### src/rtl/game_pkg.sv
// Shared game-flow types and constants: state encoding seen by the display side,
// HID keycodes shared with the motion modules, and output widths.
package game_pkg;

  typedef enum logic [3:0] {
    TITLE  = 4'd0,
    PLAY   = 4'd1,
    PAUSED = 4'd2,
    DEAD   = 4'd3,
    WIN    = 4'd4
  } game_state_t;

  localparam logic [7:0] KEY_START = 8'h28;
  localparam logic [7:0] KEY_PAUSE = 8'h29;
  localparam logic [7:0] KEY_RETRY = 8'h15;

  localparam int STATUS_W  = 4;
  localparam int DIAMOND_W = 4;
  localparam int SECONDS_W = 10;

  localparam logic [SECONDS_W-1:0] SECONDS_MAX = '1;

  // A key fires only on the cycle it first appears, so a held key acts once.
  function automatic logic keyEvent(input logic [7:0] cur, input logic [7:0] prev,
                                    input logic [7:0] key);
    return (cur == key) && (prev != key);
  endfunction

endpackage

### src/rtl/game_flow_ctrl_frame_tick_gen.sv
// Brings the VGA vertical-sync strobe into the system clock domain and turns each
// rising edge into a single-cycle frame_tick pulse.
module frame_tick_gen (
  input  logic clk_i,
  input  logic rst_i,
  input  logic frame_clk_i,
  output logic frame_tick_o
);

  logic sync1_q;
  logic sync2_q;
  logic prev_q;
  logic tick_q;

  // Two flops guard against metastability; the third remembers the last synced level.
  always_ff @(posedge clk_i or posedge rst_i) begin
    if (rst_i) begin
      sync1_q <= 1'b0;
      sync2_q <= 1'b0;
      prev_q  <= 1'b0;
      tick_q  <= 1'b0;
    end else begin
      sync1_q <= frame_clk_i;
      sync2_q <= sync1_q;
      prev_q  <= sync2_q;
      tick_q  <= sync2_q & ~prev_q;
    end
  end

  assign frame_tick_o = tick_q;

endmodule

### src/rtl/game_flow_ctrl.sv
// Top-level game-flow controller: title/play/pause/dead/win sequencing, timed end
// screens, and the per-attempt diamond and play-time counters.
module game_flow_ctrl #(
  parameter int         NUM_DIAMONDS = 1,
  parameter int         DEAD_FRAMES  = 120,
  parameter int         WIN_FRAMES   = 180,
  parameter int         FPS          = 60,
  parameter logic [7:0] KEY_START    = game_pkg::KEY_START,
  parameter logic [7:0] KEY_PAUSE    = game_pkg::KEY_PAUSE,
  parameter logic [7:0] KEY_RETRY    = game_pkg::KEY_RETRY
) (
  input  logic                           clk_i,
  input  logic                           rst_i,
  input  logic                           frame_clk_i,
  input  logic [7:0]                     keycode_i,
  input  logic                           is_dead_girl_i,
  input  logic                           is_diamond_eat_i,
  input  logic                           is_at_door_i,
  output logic [game_pkg::STATUS_W-1:0]  status_o,
  output logic                           freeze_o,
  output logic                           level_reset_o,
  output logic [game_pkg::DIAMOND_W-1:0] diamonds_o,
  output logic [game_pkg::SECONDS_W-1:0] play_seconds_o
);

  import game_pkg::*;

  localparam logic [DIAMOND_W-1:0] DIAM_FULL  = DIAMOND_W'(NUM_DIAMONDS);
  localparam logic [15:0]          DEAD_LAST  = 16'(DEAD_FRAMES - 1);
  localparam logic [15:0]          WIN_LAST   = 16'(WIN_FRAMES - 1);
  localparam logic [15:0]          PRESC_LAST = 16'(FPS - 1);

  game_state_t          state_q;
  logic                 freeze_q;
  logic                 levelReset_q;
  logic [15:0]          endTimer_q;
  logic [7:0]           keyPrev_q;
  logic                 eatPrev_q;
  logic [DIAMOND_W-1:0] diamonds_q, diamonds_d;
  logic [SECONDS_W-1:0] seconds_q, seconds_d;
  logic [15:0]          presc_q, presc_d;

  logic frameTick;
  logic evStart, evPause, evRetry;
  logic enterReset;
  logic countClear;

  frame_tick_gen uFrameTick (
    .clk_i        (clk_i),
    .rst_i        (rst_i),
    .frame_clk_i  (frame_clk_i),
    .frame_tick_o (frameTick)
  );

  assign evStart = keyEvent(keycode_i, keyPrev_q, KEY_START);
  assign evPause = keyEvent(keycode_i, keyPrev_q, KEY_PAUSE);
  assign evRetry = keyEvent(keycode_i, keyPrev_q, KEY_RETRY);

  // Every fresh entry into PLAY; retry beats resume in PAUSED and the timeout in DEAD.
  assign enterReset = ((state_q == TITLE) && evStart) ||
                      (((state_q == PAUSED) || (state_q == DEAD)) && evRetry);

  assign countClear = enterReset || levelReset_q;

  always_comb begin
    diamonds_d = diamonds_q;
    seconds_d  = seconds_q;
    presc_d    = presc_q;
    if (countClear) begin
      diamonds_d = '0;
      seconds_d  = '0;
      presc_d    = '0;
    end else if (state_q == PLAY) begin
      if (is_diamond_eat_i && !eatPrev_q && (diamonds_q < DIAM_FULL)) begin
        diamonds_d = diamonds_q + 1'b1;
      end
      if (frameTick) begin
        if (presc_q == PRESC_LAST) begin
          presc_d = '0;
          if (seconds_q != SECONDS_MAX) begin
            seconds_d = seconds_q + 1'b1;
          end
        end else begin
          presc_d = presc_q + 16'd1;
        end
      end
    end
  end

  always_ff @(posedge clk_i or posedge rst_i) begin
    if (rst_i) begin
      keyPrev_q  <= 8'h00;
      eatPrev_q  <= 1'b0;
      diamonds_q <= '0;
      seconds_q  <= '0;
      presc_q    <= '0;
    end else begin
      keyPrev_q  <= keycode_i;
      eatPrev_q  <= is_diamond_eat_i;
      diamonds_q <= diamonds_d;
      seconds_q  <= seconds_d;
      presc_q    <= presc_d;
    end
  end

  // level_reset outlives the next frame tick so frame-clocked consumers always see it.
  always_ff @(posedge clk_i or posedge rst_i) begin
    if (rst_i) begin
      state_q      <= TITLE;
      freeze_q     <= 1'b1;
      levelReset_q <= 1'b0;
      endTimer_q   <= '0;
    end else begin
      if (enterReset) begin
        levelReset_q <= 1'b1;
      end else if (frameTick) begin
        levelReset_q <= 1'b0;
      end

      case (state_q)
        TITLE: begin
          if (evStart) begin
            state_q  <= PLAY;
            freeze_q <= 1'b0;
          end
        end
        PLAY: begin
          if (is_dead_girl_i) begin
            state_q    <= DEAD;
            freeze_q   <= 1'b1;
            endTimer_q <= '0;
          end else if (is_at_door_i && (diamonds_q == DIAM_FULL)) begin
            state_q    <= WIN;
            freeze_q   <= 1'b1;
            endTimer_q <= '0;
          end else if (evPause) begin
            state_q  <= PAUSED;
            freeze_q <= 1'b1;
          end
        end
        PAUSED: begin
          if (evRetry || evPause) begin
            state_q  <= PLAY;
            freeze_q <= 1'b0;
          end
        end
        DEAD: begin
          if (evRetry) begin
            state_q  <= PLAY;
            freeze_q <= 1'b0;
          end else if (frameTick) begin
            if (endTimer_q == DEAD_LAST) begin
              state_q <= TITLE;
            end else begin
              endTimer_q <= endTimer_q + 16'd1;
            end
          end
        end
        WIN: begin
          if (evStart) begin
            state_q <= TITLE;
          end else if (frameTick) begin
            if (endTimer_q == WIN_LAST) begin
              state_q <= TITLE;
            end else begin
              endTimer_q <= endTimer_q + 16'd1;
            end
          end
        end
        default: begin
          state_q  <= TITLE;
          freeze_q <= 1'b1;
        end
      endcase
    end
  end

  assign status_o       = state_q;
  assign freeze_o       = freeze_q;
  assign level_reset_o  = levelReset_q;
  assign diamonds_o     = diamonds_q;
  assign play_seconds_o = seconds_q;

endmodule
### config.mk
export PLATFORM = sky130hd
export DESIGN_NAME = game_flow_ctrl
export DESIGN_NICKNAME = d
export VERILOG_FILES = /design/src/rtl/game_pkg.sv /design/src/rtl/game_flow_ctrl_frame_tick_gen.sv /design/src/rtl/game_flow_ctrl.sv
export SDC_FILE = /design/constraint.sdc
export NUM_CORES = 1
export LEC_CHECK = 0
export CORE_MARGIN = 5
export CORE_UTILIZATION = 50
export CTS_CLUSTER_DIAMETER = 120
export CTS_CLUSTER_SIZE = 14
export DETAILED_ROUTE_END_ITERATION = 6
export PLACE_DENSITY = 0.69
export SKIP_CTS_REPAIR_TIMING = 1
export SLEW_MARGIN = 20
export SYNTH_ARGS = -nofsm -noshare
export SYNTH_HDL_FRONTEND = slang
export SYNTH_SLANG_ARGS = --single-unit
export TNS_END_PERCENT = 100
### constraint.sdc
create_clock -name clk_i -period 3.1 [get_ports clk_i]
set_input_delay 0.775 -clock clk_i [delete_from_list [all_inputs] [get_ports clk_i]]
set_output_delay 0.775 -clock clk_i [all_outputs]
set_load 0.005 [all_outputs]
==> impl_metrics.ini, run 1 <==
[placed_design]
gp_congestion = 0.811
placed_cells = 463
dpl.hpwl_um = 4570
dp_slack_ns = 0.0859
port_buffers = 32

[status]
status = completed

[routing]
via_per_inst = 5.80
drt_iter0_markers = 149
drc_errors = 0
wl_per_cell_um = 14.4
dr.pass1.iters = 4
antenna_left = 0
drt_wl_total_um = 6910
dr_total_vias = 2779

[clock_tree]
cts_made_buffers = 9
root_buffer = clkbuf_8
clk_latency_ns = 0.34
h-tree-depth = 3
clk_pin_slew_worst_paths_ns = 0.07
clk_path_buf_depth = 2
cts_tree = done
clock-sinks = 64

[timing]
hold_viol_final = 0
rsz0062_at_grt = false
fmax_mhz = 379
finalSetupTns_ns = 0
maxSlewViolCount = 0
tightestPinTransition_ns = 0.793
period_share_pct = 85.2
setup_ws_ns = 0.460
clock_skew_ns = 0.0116
setup_viol = 0
min_period_ns = 2.64
maxSlewHeadroom_pct = 46.6

[synth]
avgSynthCellArea_um2 = 9.21
yosysMostFrequentCell = dfrtp_1
ys_top_cells_by_area = dfrtp_1 (47%), nand2_1 (4.5%), nor2_1 (4.5%)
yosysWarnings = 0
async_flop_share_pct = 100
synth_ff_type = dfrtp_1
synth_nets = 382
yosys_register_bits = 64
yosysTopAreaCellShare_pct = 47.3
yosysUniqueCellTypes = 54
seq_area_frac_synth_pct = 48.1
synth_commonest_cells = dfrtp_1 (63), nand2_1 (40), nor2_1 (40)
syn_inst = 362
synth_edf_count = 0
syn-cell-area_um2 = 3330
synth_area_leader_cell = dfrtp_1

[worst_setup_path]
r2r_setup_slack_ns = 0.64
crit_arrival_ns = 2.90
crit_fanout = 22
crit_type = in -> reg
endpoint_kind = flop
crit_required_ns = 3.36
cp-start-kind = input pin

[floorplan]
die_h_um = 91.6
rows = 29
initial_core_util_pct = 51.9
ioPinCount = 34
die_w_um = 91.6
core_um2 = 6420
die_area_um2 = 8400

[global_routing]
grt_pass1_wl_um = 12500
grt_pass1_vias = 2708
antenna_found_initial = 0
grt_start_max_net_pins = 65
grt.total_usage_pct = 18.0
grt_overflow = 0

[pwr]
power.density_nw_per_um2 = 800
p_leak_uw = 0.00165
ir_drop_mv = 0.479

[final_layout]
finalNetCount = 417
antenna_cells = 0
drive_gt1_share_pct = 6.72
areaGrowthSynthToFinish_pct = 19.1
nFillCells = 568
final_cells = 479

[hold_path]
hold_path_class = reg -> reg

[flow_run]
drv_cap = 0
[cells in the final DEF (no fill, tap or decap), drive strengths merged, types with 6 or more instances in the layout]
cell            n
clkbuf          9
a31oi           6
a21oi          26
inv            10
ha              6
and3            7
nor3            7
xor2            9
nand2          40
nor2           40
nand3          12
or3            13
nand4          10
dfrtp          63
nor4            7
clkdlybuf4s50  32
o21ai          27
[state kept, by name, summed over array words and instances (netlist names)]
name and flops:
diamonds_o 4, eatPrev_q 1, endTimer_q 16, freeze_o 1, keyPrev_q 8, level_reset_o 1
play_seconds_o 10, presc_q 16, status_o 3, uFrameTick.frame_tick_o 1, uFrameTick.prev_q 1, uFrameTick.sync1_q 1
uFrameTick.sync2_q 1
[power breakdown]
group	switching (uW)	leakage, uW	total (uW)	internal, uW
sequential	297	0.000789	1370	1070
clock	338	0.000110	792	454
combinational	505	0.000750	1020	514
total	1140	0.00165	3180	2040
[critical path: stages]
cell and delay, ns:
clkdlybuf4s50_1 0.47, nor4bb_1 0.33, o31ai_1 0.16, o31a_1 0.14, or3_4 0.48, or3_1 0.37, a21oi_1 0.16
[layout make-up]
class | count | area (um2) | share of cell area (%)
Clock buffer | 9 | 124 | 3.12
Clock inverter | 7 | 95.1 | 2.39
Inverter | 9 | 33.8 | 0.851
Multi-Input combinational cell | 276 | 1640 | 41.2
Sequential cell | 64 | 1600 | 40.4
Tap cell | 77 | 96.3 | 2.43
Timing Repair Buffer | 37 | 383 | 9.64
[routing by layer]
metal	GRT usage, %	routed length, um	up-vias	part of all wire [%]
met5	0	0	-	0
li1	-	-	1374	-
met2	28.5	3220	62	47
met3	4.83	321	11	4.6
met4	5.90	106	0	1.5
met1	24.2	3270	1332	47
[final timing paths]
check / start / to / cells after the start
max: is_at_door_i / endTimer_q[10]$_DFFE_PP0P_ / 7
min: uFrameTick.sync1_q$_DFF_PP0_ / uFrameTick.sync2_q$_DFF_PP0_ / 0
max reg2reg: diamonds_o[1]$_DFFE_PP0P_ / endTimer_q[10]$_DFFE_PP0P_ / 8
min reg2reg: uFrameTick.sync1_q$_DFF_PP0_ / uFrameTick.sync2_q$_DFF_PP0_ / 0
max in group asynchronous: rst_i / freeze_o$_DFFE_PP1P_ / 3
min in group asynchronous: rst_i / endTimer_q[15]$_DFFE_PP0P_ / 3
[kinds of logic after synthesis]
| logic type | Yosys count | share of synthesized area (%) |
|---|---|---|
| other cells | 1 | 0.113 |
| fa+ha+maj | 6 | 2.25 |
| simple gates | 174 | 28.0 |
| flops | 64 | 48.1 |
| mux | 5 | 1.54 |
| xor+xnor | 11 | 2.89 |
| compound gates | 79 | 14.3 |
| buf+inv | 22 | 2.82 |
[metrics by stage]
step / hold WS, ns / total power [uW] / area (um2) / util, %
after detailed placement: 0.339 / 2400 / 3750 / 58.4
after global routing: 0.373 / 3420 / 3970 / 61.8
after floorplan: 0.331 / 1970 / 3330 / -
after CTS: 0.357 / 3210 / 3970 / 61.8
after global placement: 0.337 / 2370 / 3750 / 58.4
final: 0.357 / 3180 / 3970 / 61.8
Power figures use the tool's default switching activity.
==> run 2: changes to the inputs <==
CTS_BUF_LIST = sky130_fd_sc_hd__clkbuf_2   (was not set)
==> impl_metrics.ini, run 2 (synthesis gave the netlist of run 1 again) <==
[status]
status = completed

[routing]
dr.pass1.iters = 4
drt_iter0_markers = 132
via_per_inst = 5.72
antenna_left = 0
drt_wl_total_um = 6890
dr_total_vias = 2742
wl_per_cell_um = 14.4
drc_errors = 0

[floorplan]
die_h_um = 91.6
ioPinCount = 34
initial_core_util_pct = 51.9
core_um2 = 6420
rows = 29
die_w_um = 91.6
die_area_um2 = 8400

[placed_design]
dpl.hpwl_um = 4570
gp_congestion = 0.811
placed_cells = 463
port_buffers = 32

[pwr]
ir_drop_mv = 0.490
seqPwrFrac_pct = 45.8
combPwrFrac_pct = 34.3
power.density_nw_per_um2 = 765
p_sw_share_pct = 37.9
p_leak_uw = 0.00162
p_clk_share_pct = 19.9
internal-power_uw = 1850
switchingPower_uw = 1130

[global_routing]
antenna_found_initial = 0
grt_pass1_wl_um = 12500
grt_start_max_net_pins = 65
grt.total_usage_pct = 18.1
grt_pass1_vias = 2702
grt_overflow = 0

[worst_setup_path]
max_stage_delay_ns = 0.48
cp_num_buf_inv = 1
reg2reg_to = endTimer_q[10]$_DFFE_PP0P_
cp_cell_sequence = inv_1 -> ha_1 -> nor4bb_1 -> o31ai_1 -> o31a_1 -> or3_4 -> or3_1 -> a21oi_1
crit_arrival_ns = 2.98
crit_type = reg -> reg
crit_family = simple AND/OR/NAND/NOR gates
r2r_setup_slack_ns = 0.55
crit_path_top_delay_cell = or3_4
cp-start-kind = flop
crit_fanout = 22
crit_required_ns = 3.53
endpoint_kind = flop
worst_r2r_path_depth = 8
r2r_start = diamonds_o[1]$_DFFE_PP0P_

[timing]
tightestPinTransition_ns = 0.815
rsz0062_at_grt = false
holdWs_ns = 0.385
clock_skew_ns = 0.0276
period_share_pct = 82.3
maxSlewViolCount = 0
min_period_ns = 2.55
hold_viol_final = 0
maxSlewHeadroom_pct = 45.1
setup_viol = 0
finalSetupTns_ns = 0
fmax_mhz = 392

[final_layout]
drive_gt1_share_pct = 6.72
antenna_cells = 0
layout_common_cells = dfrtp_1 (63), nand2_1 (40), nor2_1 (40)
mostFrequentLayoutCell = dfrtp_1
final_cells = 479
areaGrowthSynthToFinish_pct = 16.8
finalNetCount = 417

[hold_path]
hold_path_end = uFrameTick.sync2_q$_DFF_PP0_
hold_path_class = reg -> reg
min_path_cells = 0
min_from = uFrameTick.sync1_q$_DFF_PP0_

[clock_tree]
clk_path_buf_depth = 2
cts_tree = done
cts_made_buffers = 9
clk_pin_slew_worst_paths_ns = 0.19
root_buffer = clkbuf_2
h-tree-depth = 3
clock-sinks = 64
clk_latency_ns = 0.50

[flow_run]
drv_cap = 0
-- run 2: power groups by stage --
stage	combinational, uW	sequential (uW)	clock (uW)
final	1020	1360	592
after global routing	1160	1410	648
after CTS	1030	1360	611
after detailed placement	1030	1370	0
after global placement	1010	1370	0
after floorplan	677	1300	0
-- run 2: stage by stage --
stage	worst slack, ns	utilization, %	power, uW	instance area (um2)
finish	0.550	60.6	2980	3890
global route	0.316	60.6	3220	3890
CTS	0.499	60.6	3010	3890
detailed placement	0.0859	58.4	2400	3750
global placement	0.102	58.4	2370	3750
floorplan	0.729	-	1970	3330
-- run 2: area by class of cell --
class                           instances  area, um2
Fill cell                             574       2530
Multi-Input combinational cell        276       1640
Sequential cell                        64       1600
Timing Repair Buffer                   37        383
Tap cell                               77       96.3
Clock inverter                          7       95.1
Clock buffer                            9       45.0
Inverter                                9       33.8
-- run 2: metal layers --
metal | up-vias | GRT usage [%] | wire (um)
li1 | 1374 | - | -
met1 | 1307 | 24.0 | 3270
met2 | 53 | 28.4 | 3220
met3 | 8 | 6.30 | 325
met4 | 0 | 4.77 | 74
met5 | - | 0 | 0
-- run 2: worst max-delay path by stage --
stage | start | to | slack, ns | cells after the start
after floorplan | rst_i | diamonds_o[0]$_DFFE_PP0P_ | 0.73 | 1
after global placement | is_at_door_i | endTimer_q[8]$_DFFE_PP0P_ | 0.10 | 7
after detailed placement | is_at_door_i | endTimer_q[10]$_DFFE_PP0P_ | 0.09 | 7
after CTS | diamonds_o[1]$_DFFE_PP0P_ | endTimer_q[10]$_DFFE_PP0P_ | 0.50 | 8
after global routing | diamonds_o[1]$_DFFE_PP0P_ | endTimer_q[7]$_DFFE_PP0P_ | 0.32 | 8
final | diamonds_o[1]$_DFFE_PP0P_ | endTimer_q[10]$_DFFE_PP0P_ | 0.55 | 8
==> run 3: changes to the inputs <==
clock period = 2.4 ns   (was 3.1 ns; I/O delays follow)
==> impl_metrics.ini, run 3 (synthesis gave the netlist of run 1 again) <==
[pwr]
p_leak_uw = 0.00177
ir_drop_mv = 0.647
power.density_nw_per_um2 = 957

[status]
status = completed

[final_layout]
mostFrequentLayoutCell = dfrtp_1
drive_gt1_share_pct = 15.3
antenna_cells = 0
finalNetCount = 447
final_cells = 508
areaGrowthSynthToFinish_pct = 24.6
layout_common_cells = dfrtp_1 (63), nand2_1 (40), nor2_1 (40)

[hold_path]
min_from = uFrameTick.sync1_q$_DFF_PP0_
hold_path_end = uFrameTick.sync2_q$_DFF_PP0_
hold_path_class = reg -> reg
min_path_cells = 0

[routing]
dr_total_vias = 2923
wl_met1_um = 3520
highest-signal-layer = met4
antenna_left = 0
drt_iter0_markers = 143
wl_met2_um = 3440
via_per_inst = 5.75
drc_errors = 0
drt_wl_total_um = 7340
route.met3.wl_um = 262
dr.pass1.iters = 4
wl_per_cell_um = 14.4

[worst_setup_path]
crit_required_ns = 2.79
crit_type = reg -> reg
crit_fanout = 5
crit_path_top_delay_cell = or3_4
max_stage_delay_ns = 0.42
worst_r2r_path_depth = 6
endpoint_kind = flop
r2r_start = keyPrev_q[1]$_DFF_PP0_
crit_family = simple AND/OR/NAND/NOR gates
cp_cell_sequence = or3_1 -> o311a_4 -> and3_4 -> or3_4 -> or3_4 -> a21oi_2
cp-start-kind = flop
cp_num_cells = 6
cp_num_buf_inv = 0
r2r_setup_slack_ns = 0.09
reg2reg_to = endTimer_q[11]$_DFFE_PP0P_
cpMostUsedCell = or3_4
crit_arrival_ns = 2.70

[clock_tree]
cts_tree = done
clk_pin_slew_worst_paths_ns = 0.16
clock-sinks = 64
clk_latency_ns = 0.46
root_buffer = clkbuf_2
cts_made_buffers = 9
h-tree-depth = 3
clk_path_buf_depth = 2

[global_routing]
grt_start_max_net_pins = 65
antenna_found_initial = 0
grt_pass1_wl_um = 12800
grt_overflow = 0
grt.total_usage_pct = 18.2
grt_pass1_vias = 2887

[timing]
setup_viol = 0
holdWs_ns = 0.376
setup_ws_ns = 0.0876
rsz0062_at_grt = true
maxSlewViolCount = 0
min_period_ns = 2.31
hold_viol_final = 0
fmax_mhz = 432
period_share_pct = 96.3
clock_skew_ns = 0.0227

[floorplan]
core_um2 = 6420
die_h_um = 91.6
die_w_um = 91.6
die_area_um2 = 8400
ioPinCount = 34
initial_core_util_pct = 51.9
rows = 29

[placed_design]
port_buffers = 32
dpl.hpwl_um = 4940
placed_cells = 489
gp_congestion = 0.842
dp_slack_ns = -0.410

[flow_run]
drv_cap = 0
run 3: changes by cell type in the layout (fill, tap and decap cells not counted), sizes merged:
cell,change
buf,+28
bufinv,-1
clkinv,+2
clkinvlp,-1
inv,-1
or3,+2
run 3: worst max-delay path by stage:
stage / from / end / slack (ns)
after floorplan: keyPrev_q[1]$_DFF_PP0_ / endTimer_q[13]$_DFFE_PP0P_ / 0.13
after global placement: is_at_door_i / endTimer_q[8]$_DFFE_PP0P_ / -0.36
after detailed placement: is_at_door_i / endTimer_q[8]$_DFFE_PP0P_ / -0.41
after CTS: keyPrev_q[1]$_DFF_PP0_ / endTimer_q[8]$_DFFE_PP0P_ / 0.003
after global routing: keyPrev_q[5]$_DFF_PP0_ / endTimer_q[15]$_DFFE_PP0P_ / -0.007
final: keyPrev_q[1]$_DFF_PP0_ / endTimer_q[11]$_DFFE_PP0P_ / 0.09
run 3: per-stage QoR:
| stage | setup TNS [ns] | util, % | total power (uW) | cell area, um2 |
|---|---|---|---|---|
| 3_5_place_dp | -13.53 | 61.5 | 3310 | 3950 |
| 5_1_grt | -0.00789 | 64.7 | 4300 | 4150 |
| 2_1_floorplan | 0 | - | 2550 | 3330 |
| 4_1_cts | 0 | 63.0 | 3920 | 4040 |
| 6_report | 0 | 64.7 | 3980 | 4150 |
| 3_3_place_gp | -11.44 | 61.5 | 3270 | 3950 |
run 3: layout make-up:
type                       count  area, um2
fill                         549       2270
multi-input combinational    278       1730
sequential                    64       1600
timing repair buffer          65        593
tap                           77       96.3
clock inverter                 6       51.3
clock buffer                   9       45.0
inverter                       9       33.8
run 3: worst register-to-register path, stage by stage, from the launching register on:
cell,delay (ns)
dfrtp_1,0.41
or3_1,0.39
o311a_4,0.34
and3_4,0.21
or3_4,0.42
or3_4,0.38
a21oi_2,0.11
run 3: per-layer routing:
metal	vias up	track usage, %
li1	1447	-
met1	1403	25.1
met2	61	28.6
met3	12	3.52
met4	0	6.91
met5	-	0
run 3: power by group:
group / switching [uW] / internal [uW]
Clock: 369 / 222
Sequential: 351 / 1380
Combinational: 778 / 877
Total: 1500 / 2480
